[src/rtl/alu_pkg.sv]
// Shared ALU definitions: function codes for the shared 32-bit ALU and the
// state encoding used by the shift-add multiplier sequencer.
package alu_pkg;

    localparam logic [5:0] ALU_ADD = 6'b000000;
    localparam logic [5:0] ALU_SUB = 6'b000001;
    localparam logic [5:0] ALU_AND = 6'b011000;
    localparam logic [5:0] ALU_OR  = 6'b011110;
    localparam logic [5:0] ALU_SLL = 6'b100000;
    localparam logic [5:0] ALU_SRL = 6'b100001;

    typedef enum logic [1:0] {
        MS_IDLE = 2'd0,
        MS_RUN  = 2'd1,
        MS_DONE = 2'd2
    } ms_state_t;

endpackage

[src/rtl/alu_mul_seq.sv]
// Shift-add multiplier sequencer that borrows the shared ALU for its
// accumulate additions whenever the CPU is not requesting it.
//
// Ports:
//   clk, reset          clock (rising edge), synchronous active-low reset
//   start, op_a, op_b   request pulse (sampled in IDLE) and operands
//   busy, done, result  handshake and low WIDTH bits of op_a*op_b
//   cpu_alu_req         CPU needs the ALU this cycle (always wins)
//   alu_own             sequencer drives the ALU inputs this cycle
//   alu_a, alu_b        ALU operands (accumulator, shifted multiplicand)
//   alu_fun, alu_sign   ALU function code / sign control
//   alu_z               ALU result, combinational from alu_a/alu_b/alu_fun
//
// Build option: MULSEQ_EARLY_EXIT_EN ends the run as soon as the remaining
// multiplier bits are all zero.
//
// state   | meaning
// --------+-----------------------------------------------------------
// MS_IDLE | waiting for start; operands captured on acceptance
// MS_RUN  | one shift-add iteration per non-stalled cycle
// MS_DONE | result valid, done pulse, back to idle next cycle
module alu_mul_seq
    import alu_pkg::*;
#(
    parameter int WIDTH = 32,
    parameter int CNT_W = 6
) (
    input  logic             clk,
    input  logic             reset,
    input  logic             start,
    input  logic [WIDTH-1:0] op_a,
    input  logic [WIDTH-1:0] op_b,
    output logic             busy,
    output logic             done,
    output logic [WIDTH-1:0] result,
    input  logic             cpu_alu_req,
    output logic             alu_own,
    output logic [WIDTH-1:0] alu_a,
    output logic [WIDTH-1:0] alu_b,
    output logic [5:0]       alu_fun,
    output logic             alu_sign,
    input  logic [WIDTH-1:0] alu_z
);

    localparam logic [CNT_W-1:0] LAST_ITER = CNT_W'(WIDTH - 1);

    ms_state_t        state, state_nxt;
    logic [WIDTH-1:0] acc, acc_nxt;
    logic [WIDTH-1:0] mcand, mcand_nxt;
    logic [WIDTH-1:0] mplr, mplr_nxt;
    logic [CNT_W-1:0] cnt, cnt_nxt;
    logic             exit_now;
    logic             load_result;

`ifdef MULSEQ_EARLY_EXIT_EN
    assign exit_now = (mplr == '0);
`else
    assign exit_now = 1'b0;
`endif

    // The CPU always has priority; the sequencer only takes the ALU when
    // the current multiplier bit actually needs an addition.
    assign alu_own  = (state == MS_RUN) & mplr[0] & ~cpu_alu_req;
    assign alu_a    = alu_own ? acc   : '0;
    assign alu_b    = alu_own ? mcand : '0;
    assign alu_fun  = alu_own ? ALU_ADD : 6'b000000;
    assign alu_sign = 1'b0;

    assign busy = (state != MS_IDLE);
    assign done = (state == MS_DONE);

    always_comb begin
        state_nxt = state;
        acc_nxt   = acc;
        mcand_nxt = mcand;
        mplr_nxt  = mplr;
        cnt_nxt   = cnt;
        case (state)
            MS_IDLE: begin
                if (start) begin
                    acc_nxt   = '0;
                    mcand_nxt = op_a;
                    mplr_nxt  = op_b;
                    cnt_nxt   = '0;
                    state_nxt = MS_RUN;
                end
            end
            MS_RUN: begin
                if (exit_now) begin
                    state_nxt = MS_DONE;
                end else if (!(mplr[0] && cpu_alu_req)) begin
                    if (mplr[0]) begin
                        acc_nxt = alu_z;
                    end
                    mcand_nxt = mcand << 1;
                    mplr_nxt  = mplr >> 1;
                    cnt_nxt   = cnt + CNT_W'(1);
                    if (cnt == LAST_ITER) begin
                        state_nxt = MS_DONE;
                    end
                end
            end
            MS_DONE: begin
                state_nxt = MS_IDLE;
            end
            default: begin
                state_nxt = MS_IDLE;
            end
        endcase
    end

    // Result is captured on the edge into DONE (including the final
    // accumulate) so it is already valid while done is high.
    assign load_result = (state == MS_RUN) && (state_nxt == MS_DONE);

    always_ff @(posedge clk) begin
        if (!reset) begin
            state  <= MS_IDLE;
            acc    <= '0;
            mcand  <= '0;
            mplr   <= '0;
            cnt    <= '0;
            result <= '0;
        end else begin
            state <= state_nxt;
            acc   <= acc_nxt;
            mcand <= mcand_nxt;
            mplr  <= mplr_nxt;
            cnt   <= cnt_nxt;
            if (load_result) begin
                result <= acc_nxt;
            end
        end
    end

endmodule

[config.mk]
export PLATFORM = sky130hd
export DESIGN_NAME = alu_mul_seq
export DESIGN_NICKNAME = d
export VERILOG_FILES = /design/src/rtl/alu_pkg.sv /design/src/rtl/alu_mul_seq.sv
export SDC_FILE = /design/constraint.sdc
export NUM_CORES = 1
export LEC_CHECK = 0
export CAP_MARGIN = 5
export CORE_AREA = 10 10 112 165
export CTS_BUF_LIST = sky130_fd_sc_hd__clkbuf_8 sky130_fd_sc_hd__clkbuf_16
export DETAILED_ROUTE_END_ITERATION = 10
export DIE_AREA = 0 0 122 175
export PLACE_DENSITY = 0.76
export SYNTH_ARGS = -nofsm -noshare
export SYNTH_HDL_FRONTEND = slang
export SYNTH_SLANG_ARGS = --single-unit
[constraint.sdc]
create_clock -name clk -period 1.4 [get_ports clk]
set_input_delay 0.28 -clock clk [delete_from_list [all_inputs] [get_ports clk]]
set_output_delay 0.28 -clock clk [all_outputs]
set_load 0.05 [all_outputs]
# Word level (Yosys, flattened, before mapping)
# Cells that the tools add are included.
totals:
  in_bits: 100
  wordCells: 41
  register_bits: 136
  output_inout_bits: 106
op_classes:
  n_mux: 19
  eq_ne: 6
  addsub: 1
  n_reduce_logical: 6
  bitwise: 3
op_table:
  columns: ["op", "count"]
  rows:
  - ["32-bit 2-to-1 mux", 9]
  - ["32-bit one-hot mux with 2 select lines", 3]
  - ["6-bit 2-to-1 mux", 2]
  - ["6-bit one-hot mux with 2 select lines", 1]
  - ["6-bit by 1-bit adder with 6-bit output, second input constant", 1]
  - ["6-bit by 5-bit == test with 1-bit output, second input constant", 1]
  - ["2-bit 2-to-1 mux", 3]
  - ["2-bit == test, second input constant", 2]
  - ["2-bit inequality test, second input constant", 2]
  - ["2-bit one-hot mux with 2 select lines", 1]
  - ["2-bit nonzero test", 2]
  - ["3-bit AND reduction", 1]
  - ["1-bit bitwise AND", 2]
  - ["2-bit by 1-bit == test with 1-bit output, second input constant", 1]
  - ["1-bit logical AND", 2]
  - ["2-bit zero test", 1]
  - ["1-bit NOT", 1]

# Logic depth before layout (Yosys ltp)
depth:
  depth_word: 6
  depth_mapped: 7
  ltp_nobuf: 4

# Worst setup path before layout
# Ideal clock, no wire load.
synth_timing:
  path_type: "reg-to-output"
  from: "register state[1]"
  to: "output alu_b[22]"
  required_ps: 1120
  setup_slack_ps: -803
  path_buffers: 3
  stages_incl_launch_ff: 7
  t_arrival_ps: 1923
  cell_sequence: "dfxtp_1 -> buf_6 -> nand4bb_1 -> buf_4 -> clkinv_4 -> clkbuf_1 -> and2_1"
synth_between:
  elab_chain_len: 4
synth_lines:
  columns: ["element", "line_no", "rtl"]
  rows:
  - ["start: declaration", "alu_mul_seq.sv:47", "ms_state_t state, state_nxt;"]
  - ["start signal: assignment", "alu_mul_seq.sv:125", "state <= state_nxt;"]
  - ["2-bit by 1-bit == test with 1-bit output", "alu_mul_seq.sv:63", "assign alu_own = (state == MS_RUN) & mplr[0] & ~cpu_alu_req;"]
  - ["1-bit bitwise AND (2 in a row)", "alu_mul_seq.sv:63", null]
  - ["net alu_own", "alu_mul_seq.sv:37", "output logic alu_own,"]
  - ["32-bit 2-to-1 mux", "alu_mul_seq.sv:65", "assign alu_b = alu_own ? mcand : '0;"]
  - ["end: declaration", "alu_mul_seq.sv:39", "output logic [WIDTH-1:0] alu_b,"]
# The timed path passes the listed nets, and every way through them passes these cells.

# Final worst setup path
layout_timing:
  from: "register state[0]"
  to: "register mcand[12]"
layout_between:
  elab_chain_len: 3
  elab_cells_between_ends: 7
  cone_classes: "3 x eq/ne; 1 x mux; 3 x reduce/logical"
layout_lines:
  columns: ["element", "line_no", "rtl"]
  rows:
  - ["2-bit by 1-bit == test with 1-bit output or 2-bit zero test (tied branches)", "alu_mul_seq.sv:78", "case (state)"]
  - ["2-bit inequality test (no line) or 2-bit nonzero test (tied branches)", null, null]
  - ["3-bit AND reduction (no line)", null, null]
  - ["end signal: assignment", "alu_mul_seq.sv:127", "mcand <= mcand_nxt;"]
  - ["end: declaration", "alu_mul_seq.sv:49", "logic [WIDTH-1:0] mcand, mcand_nxt;"]
# Parallel ways exist; a longest one is shown, timed or not.
# A chain may end at the register's enable or synchronous reset.

==> out/metrics.yaml <==
floorplan:
  rows: 56
  die_h_um: 175
  core_sq_um: 15500
  start_util: 0.414
  dieWidth_um: 122
  io_pins: 206
  die_area_sq_um: 21400
finish:
  fin_nets: 1084
  fillers: 731
  layout-drive-gt1-share: 0.546
  syn2layout_area_growth_pct: 104
  stdcell_count: 1199
run_status:
  status: "finished with violations"
  violations: "negative setup slack"
worst_setup_path:
  crit_path_cell_trace: "buf_6 > buf_6 > buf_6 > buf_6 > buf_4 > nand3_2 > clkbuf_16 > a21oi_2 > a211oi_2"
  path_common_cell: "buf_6"
  cp_slowest_cell: "dfxtp_4"
  critPathMaxFanout: 15
  endpoint_kind: "register"
  cp_top_family: "buffers and inverters"
  cp_slowest_stage_delay_ns: 0.36
  cp-start-kind: "register"
  critical_path_buf_inv_count: 6
  critPathArrivalTime_ns: 2.29
  worst-setup-path-type: "reg -> reg"
  required_ns: 1.72
  r2r_slack_ns: -0.56
sta:
  clock.fmax_mhz: 509
  finalCritPeriodShare: 1.40
  post-route-min-period_ns: 1.96
  worstMarginPinSlew_ns: 0.761
  fin_ws_ns: -0.564
  final_hold_viol_count: 0
  setup_tns_ns: -87.41
  slew_viol_final: 0
  slew_headroom: 0.493
  rsz0062_at_grt: "true"
  skew_ns: 0.0238
  setup_viol: 203
logic_synthesis:
  async_reset_ff_frac: 0
  synth_common_cells: "dfxtp_1, nand2_1, a21oi_1"
  synthMuxAreaShare: 0.0156
  synth_xor_area_frac: 0
  synth_top_family_by_area: "compound AO/OA/AOI/OAI gates"
  synth-edff-count: 0
  synth.area.top_cells: "dfxtp_1, a21oi_1, and2_1"
  ys_types: 45
  synthSimpleGateAreaFrac: 0.172
  synth_warnings: 0
  synth-adder-area-share: 0.00195
  yosysTopAreaCellShare: 0.425
  synth-compound-area-share: 0.296
  ys.flop_type: "dfxtp_1"
  yosysSeqAreaShare: 0.425
  netlist_area_sq_um: 6400
  syn_inst: 716
  yosys.area.top_type: "dfxtp_1"
  ys_seq_elements: 136
  syn_avg_cell_area_sq_um: 8.94
  synth_most_common_cell: "dfxtp_1"
route:
  wl_met1_mm: 10.6
  dr_wl_met3_mm: 2.10
  wl_mm: 31.0
  first_pass_iters: 5
  top_layer: "met4"
  ant_nets: 0
  met2WireLength_mm: 16.8
  num_vias: 7294
  drt_iter0_markers: 562
  wl_per_cell_um: 25.9
  drc: 0
  via_per_inst: 6.08
placement:
  dpl.cell_count: 1100
  port_buffers: 198
  place.gp.congestion: 0.801
  dp_hpwl_mm: 16.0
global_route:
  grt_max_degree: 44
  grt_first_pass_wirelength_mm: 42.6
  grt_pass1_vias: 7423
  grt_overflow: 0
  grt_usage: 0.251
  antenna_found_initial: 1
power:
  p_leak_nw: 4.59
  p_per_area_nw_per_um2: 835
  ir_worst_vdd_uv: 682
clock_network:
  cts.path.max_buffers: 2
  path_clk_slew_ns: 0.06
  cts_sinks: 136
  hold_buffers: 0
  root_buffer: "clkbuf_16"
  tritoncts: "yes"
  htree_levels: 4
  numCtsBuffers: 17
  clk_latency_ns: 0.42
job:
  drv_cap: 0
worst_hold_path:
  min_path_type: "in -> reg"
## layout make-up
class	count	area [sq um]	share of cell area
Antenna cell	1	2.50	0.000192
Clock buffer	20	467	0.0357
Clock inverter	11	123	0.00939
Inverter	5	36.3	0.00278
Multi-Input combinational cell	494	4610	0.353
Sequential cell	136	2730	0.209
Tap cell	203	254	0.0194
Timing Repair Buffer	328	4830	0.369
Timing Repair inverter	1	8.76	0.000670
## sequential cells by signal, indices dropped and copies added, names as in the netlist
| register | flops |
|---|---|
| mplr | 32 |
| acc | 32 |
| mcand | 32 |
| cnt | 6 |
| result | 32 |
| state | 2 |
## worst paths after layout
path,depth (start not counted),endpoint,startpoint
worst max-delay path,9,mcand[12],state[0]
worst min-delay path,3,mplr[29],op_b[29]
worst max register to register,9,mcand[12],state[0]
worst min register to register,2,acc[10],acc[10]
## logic make-up after synthesis
family,Yosys count
AO/OA/AOI/OAI,255
adder cells (fa/ha/maj),1
buffers and inverters,95
flip-flops,136
multiplexers,10
other,1
AND/OR/NAND/NOR,218
## per-layer routing
layer | vias up | global-route usage
met5 | - | 0
met4 | 0 | 0.110
met3 | 110 | 0.0597
met2 | 361 | 0.456
met1 | 3609 | 0.265
li1 | 3214 | -
## through the flow
stage | instance area, sq um | hold WS [ns] | utilization | setup slack, ns | power (mW)
detailed placement | 10100 | 0.472 | 0.649 | -0.839 | 5.51
global placement | 10100 | 0.459 | 0.649 | -0.773 | 5.48
CTS | 12400 | 0.424 | 0.799 | -0.513 | 10.6
global route | 13100 | 0.433 | 0.844 | -0.602 | 11.2
floorplan | 6700 | 0.402 | - | -0.170 | 4.92
finish | 13100 | 0.436 | 0.844 | -0.564 | 10.9
## tightest hold or removal path: cells and delay by family
family,cells,cell delay [ns]
AO/OA/AOI/OAI,1,0.08
buffers and inverters,1,0.40
AND/OR/NAND/NOR,1,0.05
## where the power goes
part | switching [mW] | internal [mW]
combinational | 1.06 | 1.10
clock | 1.74 | 2.76
sequential | 0.204 | 4.05
total | 3.00 | 7.90
## placed cells by master (no fill, tap or decap), drive strengths merged, types with 2 or more instances in the layout
cell type / Yosys / layout
nand4: 2 / 2
nor2: 10 / 13
a22oi: 16 / 16
dfxtp: 136 / 136
clkdlybuf4s50: 0 / 98
and3: 2 / 2
a32oi: 14 / 14
a211oi: 23 / 23
buf: 54 / 222
a311oi: 58 / 58
nand3: 29 / 29
bufinv: 0 / 2
conb: 1 / 7
or3: 3 / 3
mux2i: 10 / 10
o21ai: 18 / 18
clkinv: 1 / 9
a41oi: 32 / 32
inv: 4 / 5
nand2: 95 / 95
clkbuf: 36 / 27
and2: 65 / 65
nor4: 2 / 2
a21oi: 91 / 91
## what timing repair did
action | CTS | global route
pin swaps | 119 | 46
gates cloned | 23 | 7
endpoints found under the setup margin | 199 | 203
setup buffers | 27 | 17
gates resized for setup | 220 | 94
Note: power is estimated with default switching activity, not from simulation.
==> variant: new RTL, same flow settings <==
Change the parameter `CNT_W` from 6 to 3.
--- a/src/rtl/alu_mul_seq.sv
+++ b/src/rtl/alu_mul_seq.sv
@@ -23,7 +23,7 @@
     import alu_pkg::*;
 #(
     parameter int WIDTH = 32,
-    parameter int CNT_W = 6
+    parameter int CNT_W = 3
 ) (
     input  logic             clk,
     input  logic             reset,
Function: changed (Yosys sat finds a counterexample within 10 cycles, from zero or initial values and one cycle with reset low).
==> variant against the unedited design <==
- the run still ends with setup timing left
- count of clock-buffer cells in the layout fell by 3
- power fell by 6.9%
- setup slack improved by 0.0021 ns
- cell area fell by 16%
- sequential cell count fell by 3
- wire length fell by 25%
- sequential power fell by 4%
- combinational power fell by 29%
- synthesized area fell by 4.1%
- critical endpoint is now alu_b[23]
- largest cell class unchanged
- highest routed layer unchanged
==> variant: results <==
set metrics [dict create \
    status "complete, but fails checks" \
    failed_checks "setup timing" \
    fin_skew_ns 0.00849 \
    clkTransAtPathRegs_ns 0.06 \
    min_path_type "input pin to flip-flop" \
    synth_seq_area_share 0.434 \
    first_pass_iters 5 \
    grt_pass1_vias 6530 \
    preCtsSetupSlack_ns -0.658 \
    crit_path_end "alu_b[23]" \
    grt_max_degree 43 \
    vias 6285 \
    synth_cell_types 37 \
    critPathLaunch "state[1]" \
    p_leak_nw 4.80 \
    cp_max_fo 10 \
    drive_above_1_share 0.318 \
    antenna_cells 0 \
    ys_top_cells_by_count "dfxtp_1 (133), nand2_1 (127), a21oi_1 (68)" \
    place_area_mm2 0.00977 \
    timing.rr.start "mplr[0]" \
    rrSetupSlack_ns -0.29 \
    nets 1017 \
    r2r_cells 7 \
    fin_setup_tns_ns -49.18 \
    setup_viol 178 \
    async_flop_share 0 \
    r2r-end "result[15]" \
    clock_latency_ns 0.41 \
    routabilityCongestion 0.824 \
    setup_ws_ns -0.562 \
    crit_arrival_ns 1.68 \
    drt_iter0_markers 523 \
    wirelength_mm 23.2 \
    grt_util_all_layers 0.211 \
    grt_pass1_wl_mm 36.0 \
    vdd_drop_max_uv 628 \
    dp_hpwl_mm 15.4 \
    clockRootBuffer "clkbuf_16" \
    pwr_density_cell_mw_per_mm2 924 \
    antenna_found_initial 0 \
    ys_warn_count 0 \
    synthTopCellsByArea "dfxtp_1 (43%), a311oi_1 (8.8%), nand2_1 (7.8%)" \
]
[variant: critical path, cell delays in order, from the launching register on]
cell and delay, ns:
dfxtp_1 0.31, and4bb_4 0.35, buf_12 0.17, clkbuf_16 0.16, and2_4 0.15, buf_12 0.13
[variant: where the power goes]
part,total (mW),internal (mW),switching (mW)
registers,4.10,3.97,0.128
clock network,4.51,2.67,1.84
logic,1.54,0.796,0.740
[variant: worst min-delay path by stage]
stage / start / slack, ns / end / cells after the start
4_1_cts: op_a[0] / 0.42 / mcand[0] / 3
3_3_place_gp: mplr[31] / 0.46 / mplr[31] / 2
5_1_grt: op_b[4] / 0.44 / mplr[4] / 3
3_5_place_dp: mplr[19] / 0.47 / mplr[18] / 2
6_report: op_a[0] / 0.43 / mcand[0] / 3
2_1_floorplan: op_a[0] / 0.42 / mcand[0] / 2
[variant: per-stage QoR]
stage                     total power, mW   util  std cells
final                                10.1  0.709       1131
after global routing                 10.6  0.709       1131
after CTS                            10.2  0.700       1124
after detailed placement             5.55  0.631       1069
after global placement               5.53  0.631       1069
after floorplan                      4.92      -        700
[variant: cells by family (layout without fill, tap and decap cells)]
logic type | after synthesis | count (layout) | share of synthesized area
AOI/OAI and AO/OA | 267 | 267 | 0.335
adders and majority gates | 2 | 2 | 0.00408
other | 1 | 7 | 0.000611
and+or+nand+nor | 207 | 207 | 0.160
DFF | 133 | 133 | 0.434
buffers and inverters | 84 | 312 | 0.0670
[variant: final cells by class]
cell class	count	area (um^2)
fill	1133	4510
timing repair buffer	276	4080
multi-input combinational	483	3350
sequential	133	2670
clock buffer	17	425
tap	203	254
clock inverter	15	171
inverter	4	22.5
[variant: timing repair]
action | 4_1_cts | 5_1_grt
pin swaps | 16 | 14
gates cloned | 7 | 5
setup endpoints to repair | 171 | 194
hold buffers | 0 | 0
setup buffers | 17 | 5
gates resized for setup | 37 | 11
[variant: metal layers]
metal | wire, um | track usage
met4 | 984 | 0.0972
met5 | 0 | 0
met2 | 12300 | 0.373
met3 | 1600 | 0.0665
met1 | 8290 | 0.218
